==> src/rtl/wb_port_arbiter.sv <==
// wb_port_arbiter
// ----------------
// Shares the single register-file write port between two writeback sources:
// req0 (ALU/pipeline result) and req1 (multi-cycle unit such as load/mul).
// The winner of each cycle is accepted with a combinational ready, and its
// write (rd, data, enable) appears on the registered outputs one cycle later.
//
// Arbitration modes:
//   default              fixed priority to req0, with aging: once req1 has
//                        been refused MAX_WAIT cycles in a row it is forced
//                        to win.
//   `define WB_ARB_RR_EN pure round-robin between the two requesters; the
//                        aging counter is removed and MAX_WAIT is ignored.
//
// Ports:
//   clk, rst_n            clock and synchronous active-low reset
//   wb_hold               register file busy, blocks new grants
//   req0_valid/rd/data    request 0, req0_ready = accepted this cycle
//   req1_valid/rd/data    request 1, req1_ready = accepted this cycle
//   mux_sel               source of current wb_data (0 = req0, 1 = req1)
//   wb_en, wb_rd, wb_data registered register-file write (x0 never written)

module wb_port_arbiter #(
    parameter int DATA_W   = 32,
    parameter int ADDR_W   = 5,
    parameter int MAX_WAIT = 4
) (
    input  logic              clk,
    input  logic              rst_n,
    input  logic              wb_hold,
    input  logic              req0_valid,
    input  logic [ADDR_W-1:0] req0_rd,
    input  logic [DATA_W-1:0] req0_data,
    output logic              req0_ready,
    input  logic              req1_valid,
    input  logic [ADDR_W-1:0] req1_rd,
    input  logic [DATA_W-1:0] req1_data,
    output logic              req1_ready,
    output logic              mux_sel,
    output logic              wb_en,
    output logic [ADDR_W-1:0] wb_rd,
    output logic [DATA_W-1:0] wb_data
);

    logic              grant0;
    logic              grant1;

    logic              mux_sel_d, mux_sel_q;
    logic              wb_en_d,   wb_en_q;
    logic [ADDR_W-1:0] wb_rd_d,   wb_rd_q;
    logic [DATA_W-1:0] wb_data_d, wb_data_q;

`ifdef WB_ARB_RR_EN
    logic              rr_ptr_d,  rr_ptr_q;
`else
    localparam logic [3:0] MAX_WAIT_C = 4'(MAX_WAIT);
    logic [3:0]        wait_cnt_d, wait_cnt_q;
`endif

    // Grant decision. Readies are held low during reset so an in-flight
    // request is not consumed by a cycle whose result is discarded.
    always_comb begin
        grant0 = 1'b0;
        grant1 = 1'b0;
        if (rst_n && !wb_hold) begin
`ifdef WB_ARB_RR_EN
            if (req0_valid && req1_valid) begin
                grant1 = rr_ptr_q;
                grant0 = !rr_ptr_q;
            end else begin
                grant0 = req0_valid;
                grant1 = req1_valid;
            end
`else
            if (req1_valid && (wait_cnt_q >= MAX_WAIT_C)) begin
                grant1 = 1'b1;
            end else if (req0_valid) begin
                grant0 = 1'b1;
            end else if (req1_valid) begin
                grant1 = 1'b1;
            end
`endif
        end
    end

    assign req0_ready = grant0;
    assign req1_ready = grant1;

    // Next-state for the write register. Without a grant only the enable
    // drops; select, index and data keep their last values.
    always_comb begin
        mux_sel_d = mux_sel_q;
        wb_rd_d   = wb_rd_q;
        wb_data_d = wb_data_q;
        wb_en_d   = 1'b0;
        if (grant1) begin
            mux_sel_d = 1'b1;
            wb_rd_d   = req1_rd;
            wb_data_d = req1_data;
            wb_en_d   = (req1_rd != '0);
        end else if (grant0) begin
            mux_sel_d = 1'b0;
            wb_rd_d   = req0_rd;
            wb_data_d = req0_data;
            wb_en_d   = (req0_rd != '0);
        end
    end

`ifdef WB_ARB_RR_EN
    // Prefer whichever requester did not win last.
    always_comb begin
        rr_ptr_d = rr_ptr_q;
        if (grant0) begin
            rr_ptr_d = 1'b1;
        end else if (grant1) begin
            rr_ptr_d = 1'b0;
        end
    end
`else
    // Count consecutive refused cycles of req1, hold cycles included,
    // saturating at MAX_WAIT so the forced grant stays armed.
    always_comb begin
        wait_cnt_d = wait_cnt_q;
        if (!req1_valid || grant1) begin
            wait_cnt_d = 4'd0;
        end else if (wait_cnt_q < MAX_WAIT_C) begin
            wait_cnt_d = wait_cnt_q + 4'd1;
        end
    end
`endif

    always_ff @(posedge clk) begin
        if (!rst_n) begin
            mux_sel_q  <= 1'b0;
            wb_en_q    <= 1'b0;
            wb_rd_q    <= '0;
            wb_data_q  <= '0;
`ifdef WB_ARB_RR_EN
            rr_ptr_q   <= 1'b0;
`else
            wait_cnt_q <= 4'd0;
`endif
        end else begin
            mux_sel_q  <= mux_sel_d;
            wb_en_q    <= wb_en_d;
            wb_rd_q    <= wb_rd_d;
            wb_data_q  <= wb_data_d;
`ifdef WB_ARB_RR_EN
            rr_ptr_q   <= rr_ptr_d;
`else
            wait_cnt_q <= wait_cnt_d;
`endif
        end
    end

    assign mux_sel = mux_sel_q;
    assign wb_en   = wb_en_q;
    assign wb_rd   = wb_rd_q;
    assign wb_data = wb_data_q;

endmodule

==> config.mk <==
export PLATFORM = sky130hd
export DESIGN_NAME = wb_port_arbiter
export DESIGN_NICKNAME = d
export VERILOG_FILES = /design/src/rtl/wb_port_arbiter.sv
export SDC_FILE = /design/constraint.sdc
export NUM_CORES = 1
export LEC_CHECK = 0
export CAP_MARGIN = 20
export CORE_MARGIN = 2
export CORE_UTILIZATION = 30
export DETAILED_ROUTE_END_ITERATION = 12
export PLACE_DENSITY = 0.66
export SYNTH_ARGS = -nofsm -noshare
export SYNTH_HDL_FRONTEND = slang
export SYNTH_SLANG_ARGS = --single-unit
==> constraint.sdc <==
create_clock -name clk -period 4.2 [get_ports clk]
set_input_delay 0.84 -clock clk [delete_from_list [all_inputs] [get_ports clk]]
set_output_delay 0.84 -clock clk [all_outputs]
set_load 0.05 [all_outputs]
==> summary.txt <==
Logic synthesis
  – Synth area leaders: dfxtp_1, a311oi_1, a211oi_1
  – Synth cell count leaders: dfxtp_1, a21oi_1, a211oi_1
  – Synth async-reset ratio: 0
  – Mapped cell area: 2180 µm²
  – Netlist cell types: 30
  – Area leader, netlist: dfxtp_1
  – Post-synth top area share: 0.394
  – Synthesized instance count: 258
  – Yosys reg bits: 43
  – Post-Syn Nets: 338
  – Post-synth EDFFs: 0
  – Mapped Avg Cell Area: 8.46 µm²
  – Yosys warns: 0
  – Most common cell in the synthesized netlist: dfxtp_1
  – Post-synthesis sequential area ratio: 0.394
  – Top FF cell, synth: dfxtp_1

CTS
  – TritonCTS Buffers: 5
  – Clock buffer depth: 2
  – CTS tree: yes
  – Root Driver: clkbuf_8
  – CTS H-Tree Depth: 2
  – Cts repair resizes: 0
  – Clk slew on worst S/H paths: 0.08 ns
  – Hold_buf cts: 0
  – # Post-CTS Setup Buffers: 0
  – Clock sink count: 43
  – Worst-Skew Late Latency: 0.29 ns

Die
  – Initial Utilization: 0.306
  – # IOs: 120
  – Die height: 89.3 µm
  – Row Count: 31
  – Die width: 89.3 µm
  – Die area: 7970 µm²
  – Core footprint: 7140 µm²

Worst hold path
  – Hold WC Path Type: reg2reg

Worst setup path
  – Slowest CP cell: clkdlybuf4s50_1
  – Critical path data required time: 3.36 ns
  – CP arrival: 2.25 ns
  – Crit-path max cell delay: 0.59 ns
  – Worst-path cell chain: clkdlybuf4s50_1 -> or3b_1 -> nand3_1 -> inv_1 -> buf_12
  – CP startpoint kind: primary input
  – CP max FO: 7
  – Critical path class: in2out
  – CP top delay family: buffers and inverters
  – Critical path buffers and inverters: 3
  – Worst Setup End Kind: output port

Power and ir drop
  – Leak pwr: 1.15 nW
  – Power Density: 302 nW/µm²
  – Peak supply drop: 0.164 mV
  – Final Total Pwr: 1.07 mW

Timing
  – Slew margin rel.: 0.445
  – Fin crit share: 0.737
  – Setup violations, final: 0
  – Sum Neg Setup Slack: 0 ns
  – Final hold vios: 0
  – Final worst slack: 1.11 ns
  – Worst Tran Pin Value: 0.832 ns
  – Final worst clock skew: 0.00779 ns
  – Fmax: 323 MHz
  – RSZ-0062 raised after global routing: false
  – Final Critical Period: 3.09 ns
  – Count of pins over their slew limit: 0

Layout
  – Synth-to-layout area growth: 62.3%
  – # fillers: 717
  – Share of cells above drive strength 1: 0.0744
  – Multi-input logic area: 1140 µm²
  – Sequential Area: 861 µm²
  – N_diodes: 0
  – NumNets Final: 442

Placement
  – Number of port buffers: 119
  – GPL Wtd Cong: 0.790
  – Dpl hpwl: 5170 µm
  – Pre-CTS WS: 1.12 ns

Global routing
  – Remaining Overflow, GRT: 0
  – Vias in the first global route: 2448
  – First-pass GRT wire length: 11900 µm
  – Initial antenna violation count: 0
  – GRT Overall Usage: 0.191
  – Largest net degree at the start of global routing: 36

Run
  – Max cap viols: 0

Status
  – Status: finished, final reports clean

Routing
  – Remaining DRCs: 0
  – Via Count: 2505
  – Initial DRC Count: 113
  – WL final: 7510 µm
  – Vias per inst: 5.42
  – DRT Pass-1 Iters: 4
  – WL/cell: 16.3 µm
  – DRT antenna net count: 0
## cells in the final DEF (no fill, tap or decap), types with 5 or more instances in the layout
cell type	instances
a211oi_1	36
a21oi_1	37
a311oi_1	33
buf_4	13
clkbuf_8	7
clkdlybuf4s50_1	117
dfxtp_1	43
inv_1	6
nor2_1	5
nor3_1	5
o21ai_0	31
o21ai_1	7
## through the flow
step	hold WS, ns	std cells	cell area (µm²)	utilization
4_1_cts	0.500	462	3540	0.496
5_1_grt	0.528	462	3540	0.496
3_3_place_gp	0.467	454	3440	0.482
3_5_place_dp	0.487	454	3440	0.482
2_1_floorplan	0.457	258	2180	-
6_report	0.496	462	3540	0.496
## flip-flops by register name (all words and copies together), names as in the netlist
register and count:
wait_cnt_q 4, wb_data 32, wb_en 1, mux_sel 1, wb_rd 5
## cells by family after synthesis
logic type | after synthesis | synth area share
compound gates | 149 | 0.448
xor+xnor | 1 | 0.00401
fa+ha+maj | 1 | 0.00573
buf+inv | 41 | 0.0872
flops | 43 | 0.394
simple gates | 23 | 0.0602
## cell type report
type                    instances  share of cell area
flip-flops and latches         43               0.243
clock buffers                   8              0.0283
repair buffers                131               0.364
multi-input cells             174               0.323
inverters                       7             0.00742
well taps                      99              0.0350
## final timing paths
path                         startpoint                    endpoint  slack [ns]  cells past startpoint
min reg2reg  wait_cnt_q[1]$_SDFFE_PP0N_  wait_cnt_q[1]$_SDFFE_PP0N_        0.50                      2
min          wait_cnt_q[1]$_SDFFE_PP0N_  wait_cnt_q[1]$_SDFFE_PP0N_        0.50                      2
max                          req0_valid                  req1_ready        1.11                      5
max reg2reg  wait_cnt_q[2]$_SDFFE_PP0N_    wb_data[17]$_SDFFE_PN0P_        2.58                      4
## worst min-delay path, cell delays in order, from the launching register on
cell and delay [ns]:
dfxtp_1 0.31, o21ai_0 0.07, a21oi_1 0.07
## layer usage
layer,vias up,track usage,wire (µm)
met5,-,0,0
met4,0,0.0461,37
met3,4,0.0508,595
met2,114,0.314,3580
met1,1164,0.252,3300
li1,1223,-,-
## where the power goes
group          total (mW)  switching (mW)  internal [mW]
Combinational       0.334           0.188          0.146
Clock               0.289           0.139          0.150
Sequential          0.446          0.0131          0.433
Total                1.07           0.340          0.729
(Power assumes the default switching activity.)
